[config.mk]
export PLATFORM = sky130hd
export DESIGN_NAME = req_aging_unit
export DESIGN_NICKNAME = d
export VERILOG_FILES = /design/src/rtl/arb_pkg.sv /design/src/rtl/age_slot.sv /design/src/rtl/req_aging_unit.sv
export SDC_FILE = /design/constraint.sdc
export NUM_CORES = 1
export LEC_CHECK = 0
export ABC_CLOCK_PERIOD_IN_PS = 3730
export CORE_UTILIZATION = 55
export DETAILED_ROUTE_END_ITERATION = 8
export MAX_ROUTING_LAYER = met4
export PLACE_DENSITY = 0.85
export SLEW_MARGIN = 20
export SYNTH_ARGS = -nofsm -noshare
export SYNTH_HDL_FRONTEND = slang
export SYNTH_SLANG_ARGS = --single-unit
[constraint.sdc]
create_clock -name clk -period 3.73 [get_ports clk]
set_input_delay 0.5595 -clock clk [delete_from_list [all_inputs] [get_ports clk]]
set_output_delay 0.5595 -clock clk [all_outputs]
set_load 0.005 [all_outputs]
[src/rtl/arb_pkg.sv]
// Shared definitions for the request aging unit and the downstream priority arbiter.
package arb_pkg;

    localparam int unsigned N_SRC    = 3;
    localparam int unsigned PRIO_W   = 3;
    localparam int unsigned MAX_PRIO = 7;
    localparam int unsigned AGE_W    = 8;

    typedef logic [PRIO_W-1:0] prio_t;
    typedef logic [AGE_W-1:0]  age_t;

    // Bit offset of source i's field inside the packed prios bus.
    function automatic int unsigned prio_lsb(input int unsigned src);
        return src * PRIO_W;
    endfunction

endpackage

[src/rtl/age_slot.sv]
// One source's pending request: posting, aging of its effective priority, and grant retirement.
module age_slot
    import arb_pkg::*;
#(
    parameter int unsigned AGE_PERIOD = 4
) (
    input  logic  clk,
    input  logic  rst,
    input  logic  i_req,
    input  prio_t i_base_prio,
    input  logic  i_gnt,
    output logic  o_pending,
    output prio_t o_prio,
    output logic  o_done
);

    localparam age_t  AgeLast = age_t'(AGE_PERIOD - 1);
    localparam prio_t PrioTop = prio_t'(MAX_PRIO);

    logic  r_pending;
    prio_t r_prio;
    age_t  r_age;
    logic  r_done;

    // Post, age, and retire the request; a grant with a same-cycle post reloads instead of retiring.
    always_ff @(posedge clk) begin
        if (rst) begin
            r_pending <= 1'b0;
            r_prio    <= '0;
            r_age     <= '0;
            r_done    <= 1'b0;
        end else begin
            r_done <= 1'b0;
            if (!r_pending) begin
                // A grant here is spurious; it is flagged in the top and otherwise ignored.
                if (i_req) begin
                    r_pending <= 1'b1;
                    r_prio    <= i_base_prio;
                    r_age     <= '0;
                end
            end else if (i_gnt) begin
                r_done <= 1'b1;
                if (i_req) begin
                    r_prio <= i_base_prio;
                    r_age  <= '0;
                end else begin
                    r_pending <= 1'b0;
                end
            end else if (r_age == AgeLast) begin
                r_age <= '0;
                if (r_prio != PrioTop) begin
                    r_prio <= r_prio + prio_t'(1);
                end
            end else begin
                r_age <= r_age + age_t'(1);
            end
        end
    end

    assign o_pending = r_pending;
    assign o_prio    = r_pending ? r_prio : '0;
    assign o_done    = r_done;

endmodule

[src/rtl/req_aging_unit.sv]
// Ages pending per-source requests into rising priorities for a downstream priority arbiter.
module req_aging_unit
    import arb_pkg::*;
#(
    parameter int unsigned AGE_PERIOD = 4
) (
    input  logic                     clk,
    input  logic                     rst,
    input  logic [N_SRC-1:0]         src_req,
    input  logic [N_SRC*PRIO_W-1:0]  src_base_prio,
    input  logic [N_SRC-1:0]         gnt,
    output logic [N_SRC-1:0]         req,
    output logic [N_SRC*PRIO_W-1:0]  prios,
    output logic [N_SRC-1:0]         src_busy,
    output logic [N_SRC-1:0]         src_done,
    output logic                     err_spurious
);

    logic [N_SRC-1:0] w_pending;
    logic [N_SRC-1:0] w_done;
    prio_t            w_prio [N_SRC];
    logic             w_spurious;
    logic             w_multi_gnt;
    logic             r_err;

    for (genvar i = 0; i < N_SRC; i++) begin : g_slot
        age_slot #(
            .AGE_PERIOD (AGE_PERIOD)
        ) u_slot (
            .clk         (clk),
            .rst         (rst),
            .i_req       (src_req[i]),
            .i_base_prio (src_base_prio[prio_lsb(i) +: PRIO_W]),
            .i_gnt       (gnt[i]),
            .o_pending   (w_pending[i]),
            .o_prio      (w_prio[i]),
            .o_done      (w_done[i])
        );
    end

    assign w_spurious  = |(gnt & ~w_pending);
    assign w_multi_gnt = (gnt & (gnt - 1'b1)) != '0;

    // Sticky error for a grant to an idle source or a non-one-hot grant.
    always_ff @(posedge clk) begin
        if (rst) begin
            r_err <= 1'b0;
        end else if (w_spurious || w_multi_gnt) begin
            r_err <= 1'b1;
        end
    end

    // Pack per-source effective priorities into the arbiter-facing bus.
    always_comb begin
        prios = '0;
        for (int unsigned i = 0; i < N_SRC; i++) begin
            prios[prio_lsb(i) +: PRIO_W] = w_prio[i];
        end
    end

    // Mask the request being granted this cycle so the registered arbiter cannot re-grant it.
    assign req          = w_pending & ~gnt;
    assign src_busy     = w_pending;
    assign src_done     = w_done;
    assign err_spurious = r_err;

endmodule

Yosys cells after proc, flatten, opt, wreduce, memory -nomap -nowiden:

Index checks and enable logic that the tools add are counted.

* register bits: 40
* bits in latches: 0
* bits in writable memories: 0
* bits in read-only memories: 0
* input port bits: 17
* output and inout bits: 19
* logic and storage cells: 91
* memories kept: 0

* $add $sub $neg: 7
* multiply operators: 0
* divide/modulo/power cells: 0
* $lt $le $gt $ge: 0
* equality and inequality tests: 12
* shift-type cells: 0
* muxes and demuxes: 42
* bitwise logic cells: 8
* reduce and logical (&&, ||, !) cells: 9

Operator list (count)
* $mux W8: 12
* $mux W3: 18
* $ne A3 B3 Y1 const B: 9
* $add A8 B1 Y8 const B: 3
* $eq A8 B2 Y1 const B: 3
* $mux W1: 12
* $add A3 B1 Y3 const B: 3
* $and A3 B3 Y3: 3
* $not A3 Y3: 2
* $reduce_and A2 Y1: 3
* $reduce_or A2 Y1: 3
* $not A1 Y1: 3
* $reduce_bool A3 Y1: 1
* $reduce_or A3 Y1: 1
* $sub A3 B1 Y3 const B: 1
* $logic_or A1 B1 Y1: 1

Depth between registers and ports, before layout:

Gate-level depths: netlist of the first run.

* depth after elaboration: 5
* gate-level depth with buffers: 6
* gate-level depth less buffers: 5

Hierarchy:

From an unflattened synthesis of the first run, not the netlist that was laid out.

* cell total of the unflattened synthesis: 235
* area, all modules: 2108.3 um^2

Modules (own cells, without submodules)
* age_slot: times used 3, cells each 75, area each 678.2 um^2, seq. area each 260.2 um^2
* req_aging_unit: times used 1, cells each 10, area each 73.8 um^2, seq. area each 20.0 um^2

Worst setup path before layout of the first run:

No wires, ideal clock.

* kind: input port to flip-flop
* from: input port gnt[2]
* to: register g_slot[2].u_slot.r_prio[1]
* library setup time: 0.115 ns
* arrival: 1.437 ns
* required time: 3.615 ns
* slack: 2.177 ns
* cell stages on the path: 5
* path buffers: 0
* cell sequence: nand2b_1 -> inv_2 -> nand4b_1 -> o221ai_1 -> o21ba_2

* word-level cells in the longest chain between the ends: 2
* elaborated cells between the ends (all ways): 5
* classes of those cells: 2 x eq/ne; 2 x mux; 1 x reduce/logical

RTL lines
* from (decl): RTL line req_aging_unit.sv:11 `input logic [N_SRC-1:0] gnt,`
* $ne A3 B3 Y1 (no line) / $mux W3 (equally long branches)
* $reduce_and A2 Y1 (no line) / $mux W3 (equally long branches)
* to (signal assigned): RTL line age_slot.sv:38 `r_prio <= i_base_prio;`
* to (signal assigned): RTL line age_slot.sv:44 `r_prio <= i_base_prio;`
* to (signal assigned): RTL line age_slot.sv:52 `r_prio <= r_prio + prio_t'(1);`
* to (decl): RTL line age_slot.sv:21 `prio_t r_prio;`

Parallel ways exist; a longest one is shown, timed or not.
A chain may end at the register's enable or synchronous reset.

Worst setup path in the final report of the first run:

* from: input port gnt[0]
* to: output port req[0]

* word-level cells in the longest chain between the ends: 2

RTL lines
* $not A3 Y3: RTL line req_aging_unit.sv:62 `assign req = w_pending & ~gnt;`
* $and A3 B3 Y3: RTL line req_aging_unit.sv:62
* to (decl): RTL line req_aging_unit.sv:12 `output logic [N_SRC-1:0] req,`

Every way passes these cells.

==> results of run 1 <==
## critical path, stage by stage
cell             delay (ns)
clkdlybuf4s50_1        0.49
nand2b_1               0.33
inv_2                  0.18
clkdlybuf4s50_1        0.52
## area by class of cell
cell class / instances / area (µm²)
clock buffers: 7 / 96.3
fillers: 300 / 1100
inverters: 9 / 33.8
multi-input cells: 177 / 1230
flip-flops and latches: 40 / 801
well taps: 48 / 60.1
repair buffers: 37 / 365
## per-stage QoR
stage / worst slack (ns) / area (µm²) / total power [mW]
finish: 1.10 / 2580 / 0.860
global route: 1.02 / 2580 / 0.897
CTS: 1.10 / 2580 / 0.865
detailed placement: 1.10 / 2490 / 0.561
global placement: 1.14 / 2490 / 0.558
floorplan: 2.18 / 2140 / 0.515
## cell families after synthesis
kind of cell	synth area share, %
AND/OR/NAND/NOR	27.7
AO/OA/AOI/OAI	20.1
flip-flops	37.3
buffers and inverters	5.43
adder cells (fa/ha/maj)	5.25
multiplexers	3.38
XOR/XNOR	0.817
## routing by layer
metal	part of all wire [%]	track usage, %	wire (µm)
met5	0	-	0
met1	46	26.8	2020
met4	0.86	9.17	38
met2	49	40.8	2170
met3	3.9	5.11	171
## sequential cells by signal, indices dropped and copies added (netlist names)
signal and cells:
g_slot.u_slot.o_done 3, g_slot.u_slot.r_age 24, g_slot.u_slot.r_prio 9, g_slot.u_slot.o_pending 3, err_spurious 1
## cell usage in the layout (no fill, tap or decap), types with 2 or more instances in the layout
master,n
o21a_1,4
and3_1,9
buf_4,2
o21ai_0,8
clkbuf_8,7
nand3b_1,4
a41oi_1,4
a31oi_1,8
nand2_1,13
nor2b_1,4
or3_1,2
o21ba_2,2
a221o_1,3
a211oi_2,2
clkdlybuf4s50_1,35
ha_1,9
inv_2,2
a22o_1,2
nand3_1,12
nor3_1,7
a22oi_1,2
dfxtp_1,40
nand4b_1,2
mux2_2,2
o221ai_1,2
and2_1,12
o221a_2,2
nand4_1,4
a21oi_1,16
inv_1,7
nor4b_4,2
mux2i_1,5
nor2_1,17
xnor2_1,2
nand2b_1,5
## worst max-delay path by stage
| stage | from | endpoint | slack [ns] | depth (start not counted) |
|---|---|---|---|---|
| 6_report | gnt[0] | req[0] | 1.10 | 4 |
| 5_1_grt | gnt[0] | req[0] | 1.02 | 4 |
| 4_1_cts | gnt[0] | req[0] | 1.10 | 4 |
| 3_5_place_dp | gnt[0] | req[0] | 1.10 | 4 |
| 3_3_place_gp | gnt[0] | req[0] | 1.14 | 4 |
| 2_1_floorplan | gnt[2] | g_slot[2].u_slot.r_prio[1] | 2.18 | 5 |
## power groups by stage
| stage | sequential (mW) | combinational [mW] | clock, mW |
|---|---|---|---|
| floorplan | 0.458 | 0.0568 | 0 |
| global placement | 0.461 | 0.0970 | 0 |
| detailed placement | 0.462 | 0.0994 | 0 |
| CTS | 0.452 | 0.0997 | 0.313 |
| global route | 0.454 | 0.110 | 0.333 |
| finish | 0.452 | 0.0991 | 0.308 |
==> impl_metrics.csv, run 1 <==
group,metric,value,unit
run_status,status,"finished, final reports clean",
min_path,hp-class,"flop to flop",
placed_design,hpwlAfterDp,3280,µm
critical_path,critPathLaunchType,"primary input",
detailed_routing,ant_nets,0,
clock_tree,cts_setup_buffers,0,
sta,finalHoldViolations,0,
flow_run,cap_violations,0,
synthesis,ys_ff_latch,40,
min_path,hp-start,"err_spurious",
detailed_routing,wire_per_inst,13.8,µm
synthesis,synthTopCellsByArea,"dfxtp_1, ha_1, a21oi_1",
synthesis,yosys_warnings,0,
detailed_routing,wl,4400,µm
synthesis,netlist_instances,239,
power,power.switching,202,µW
sta,period_needed,2.63,ns
sta,rsz0062_at_grt,"no",
layout,nNetsFinal,296,
critical_path,rr_worst_depth,5,
synthesis,synth-edff-count,0,
sta,slew_viol_final,0,
sta,finalSetupViolCount,0,
sta,min_period_over_period,70.6,%
layout,utilization,70.0,%
floorplanning,rows,22,
power,p_int,658,µW
min_path,hold_end,"err_spurious",
detailed_routing,via_per_inst,5.90,
layout,layout-drive-gt1-share,10.4,%
power,clkPwrFrac,35.9,%
floorplanning,fp.dieW,64.4,µm
grt,grt_pass1_vias,1697,
synthesis,synth.avg_cell_area,8.97,µm²
power,pwr-share-seq,52.6,%
clock_tree,cts_buffers,5,
sta,whs,0.479,ns
synthesis,yosys-top-cells-count,"dfxtp_1, nor2_1, a21oi_1, nand2_1",
clock_tree,clock_latency,0.29,ns
grt,grt_pass1_wl,7470,µm
grt,grt.overflow.total,0,
power,p_sw_share,23.4,%
placed_design,placed_cells,311,
clock_tree,clkTransAtPathRegs,0.07,ns
floorplanning,io_pins,36,
placed_design,io_buffer_count,35,
clock_tree,cts_root_buf,"clkbuf_8",
synthesis,async_flop_share,0,%
critical_path,r2r_slack,1.97,ns
layout,area_growth,20.5,%
placed_design,gp_congestion,0.803,
detailed_routing,drc,0,
synthesis,yosysMostFrequentCell,"dfxtp_1",
detailed_routing,dr_total_vias,1875,
critical_path,cp_max_fo,8,
power,p_leak,1.01,nW
critical_path,required,3.17,ns
grt,track_usage,23.7,%
layout,antenna_cells,0,
clock_tree,htreeDepth,2,
clock_tree,cts_hold_buf,0,
synthesis,syn-num-nets,265,
clock_tree,cts-resized-gates,0,
power,p_per_area,333,nW/µm²
synthesis,synth.top_cell.area_share,37.3,%
synthesis,synthFlopType,"dfxtp_1",
critical_path,end_kind,"output pin",
floorplanning,design.die.area,4150,µm²
floorplanning,initial_utilization,58.1,%
synthesis,yosysUniqueCellTypes,49,
detailed_routing,dr.pass1.iters,4,
clock_tree,cts_buffer_depth,2,
sta,maxClockFrequency,380,MHz
clock_tree,cts.sinks,40,
grt,antenna_found_initial,0,
floorplanning,core-area,3690,µm²
synthesis,yosysSeqAreaShare,37.3,%
clock_tree,cts_tree,"yes",
floorplanning,die_y,64.4,µm
power,combPwrFrac,11.5,%
layout,final_cells,318,
critical_path,path_class,"primary input to output pin",
critical_path,reg2reg_from,"g_slot[2].u_slot.r_age[0]",
sta,tns,0,ns
critical_path,reg2reg_to,"g_slot[2].u_slot.r_prio[2]",
grt,grt_start_max_net_pins,18,
synthesis,yosys.area.top_type,"dfxtp_1",
synthesis,syn_area,2140,µm²
critical_path,cp.arrival,2.07,ns
min_path,hold_depth,2,
sta,slew_headroom,55.2,%
sta,finClkSkew,0.00528,ns
power,ir_drop,199,µV
sta,tightest_slew,0.671,ns
detailed_routing,drt-initial-drc-count,77,
(Power assumes the default switching activity.)
==> run 2, diff against run 1 <==
ABC_CLOCK_PERIOD_IN_PS = 2700   (was 3730)
CORE_UTILIZATION = 53   (was 55)
PLACE_DENSITY = 0.83   (was 0.85)
clock period = 2.7 ns   (was 3.73 ns; I/O delays follow)
==> impl_metrics.csv, run 2 (same netlist as run 1, synthesis figures left out) <==
group,metric,value,unit
run_status,status,"finished, final reports clean",
clock_tree,cts_tree,"yes",
sta,period_needed,2.30,ns
sta,finClkSkew,0.0107,ns
layout,n_fill_cell,293,
placed_design,dp_slack,0.397,ns
clock_tree,cts-resized-gates,0,
power,combPwrFrac,11.6,%
layout,reg_top3,"g_slot.u_slot.r_age (24), g_slot.u_slot.r_prio (9)",
clock_tree,cts_buffers,5,
layout,utilization,68.7,%
floorplanning,initial_utilization,56.9,%
detailed_routing,dr.pass1.iters,4,
detailed_routing,wire_per_inst,13.4,µm
min_path,hp-class,"flop to flop",
layout,nNetsFinal,297,
floorplanning,fp.dieW,65.6,µm
power,power.switching,302,µW
critical_path,end_kind,"output pin",
detailed_routing,ant_nets,0,
critical_path,path_common_cell,"clkdlybuf4s50_1",
layout,layout_commonest_cell,"dfxtp_1",
floorplanning,design.die.area,4300,µm²
placed_design,hpwlAfterDp,3070,µm
detailed_routing,dr_total_vias,1888,
layout,register_area,801,µm²
flow_run,cap_violations,0,
clock_tree,cts_hold_buf,0,
grt,grt_pass1_wl,7420,µm
floorplanning,rows,22,
clock_tree,htreeDepth,2,
sta,min_period_over_period,85.2,%
detailed_routing,via_per_inst,5.90,
critical_path,slowest_stage,"clkdlybuf4s50_1",
power,p_int,890,µW
sta,finalHoldViolations,0,
critical_path,startpoint,"gnt[0]",
floorplanning,core-area,3770,µm²
clock_tree,clkTransAtPathRegs,0.07,ns
detailed_routing,drt-initial-drc-count,220,
critical_path,cp_max_fo,8,
grt,grt_start_max_net_pins,19,
power,p_sw_share,25.3,%
power,pwr-share-seq,52.4,%
critical_path,endpoint,"req[0]",
layout,largest_reg_flops,24,
sta,slew_headroom,68.6,%
critical_path,r2r_slack,0.92,ns
critical_path,worstPathCellList,"clkdlybuf4s50_1 -> nand2b_1 -> inv_2 -> clkdlybuf4s50_1",
critical_path,required,2.30,ns
detailed_routing,drc,0,
placed_design,gp_congestion,0.835,
clock_tree,clock_latency,0.30,ns
sta,finalSetupViolCount,0,
critical_path,slowest_delay,0.52,ns
critical_path,reg2reg_from,"g_slot[2].u_slot.r_age[0]",
grt,grt.overflow.total,0,
layout,multi_input_area,1230,µm²
layout,layout-drive-gt1-share,11.0,%
sta,setup_slack,0.400,ns
critical_path,reg2reg_to,"g_slot[2].u_slot.r_prio[1]",
critical_path,cp.arrival,1.89,ns
sta,maxClockFrequency,435,MHz
layout,regMostFlops,"g_slot.u_slot.r_age",
detailed_routing,wl,4300,µm
critical_path,rr_worst_depth,5,
power,ir_drop,339,µV
power,p_leak,1.01,nW
clock_tree,cts.sinks,40,
critical_path,critPathLaunchType,"primary input",
grt,antenna_found_initial,0,
layout,antenna_cells,0,
power,clkPwrFrac,36.0,%
sta,tightest_slew,0.471,ns
sta,tns,0,ns
clock_tree,cts_setup_buffers,0,
power,p_per_area,459,nW/µm²
clock_tree,cts_buffer_depth,2,
grt,track_usage,23.1,%
floorplanning,die_y,65.6,µm
sta,rsz0062_at_grt,"no",
placed_design,io_buffer_count,35,
clock_tree,cts_root_buf,"clkbuf_8",
layout,area_growth,20.9,%
critical_path,path_class,"primary input to output pin",
min_path,hp-start,"err_spurious",
sta,slew_viol_final,0,
layout,most-common-layout-cells,"dfxtp_1, clkdlybuf4s50_1, nor2_1",
grt,grt_pass1_vias,1708,
floorplanning,io_pins,36,
-- run 2: worst min path at each step --
stage | cells past startpoint | endpoint
floorplan | 1 | g_slot[1].u_slot.r_age[6]
global placement | 1 | g_slot[1].u_slot.r_age[6]
detailed placement | 1 | g_slot[1].u_slot.r_age[6]
CTS | 2 | err_spurious
global route | 2 | err_spurious
finish | 2 | err_spurious
-- run 2: stage by stage --
stage,total power [mW],hold slack (ns),instance area [µm²],cells
final,1.19,0.492,2590,320
after global routing,1.25,0.517,2590,320
after CTS,1.20,0.496,2590,320
after floorplan,0.711,0.448,2140,239
after global placement,0.772,0.474,2490,312
after detailed placement,0.776,0.480,2490,312
-- run 2: final cells by class --
type                       instances  area share, %
clock inverter                     2          0.579
clock buffer                       6           3.19
timing repair buffer              38           14.4
tap                               48           2.32
sequential                        40           30.9
inverter                           9           1.30
multi-input combinational        177           47.3
-- run 2: worst max-delay path: cells and delay by family --
kind / cells / cell delay (ns)
buf+inv: 3 / 1.19
simple gates: 1 / 0.31
-- run 2: layer usage --
metal  share of wire (%)  track usage (%)
met1                  50             29.0
met3                 5.0             5.73
met2                  44             35.1
met5                   0                -
met4                 1.2             10.1
-- run 2: power groups by stage --
stage | Clock [mW] | Sequential [mW] | Combinational (mW)
CTS | 0.438 | 0.624 | 0.138
global route | 0.470 | 0.627 | 0.155
finish | 0.429 | 0.624 | 0.138
detailed placement | 0 | 0.638 | 0.138
floorplan | 0 | 0.633 | 0.0785
global placement | 0 | 0.638 | 0.135
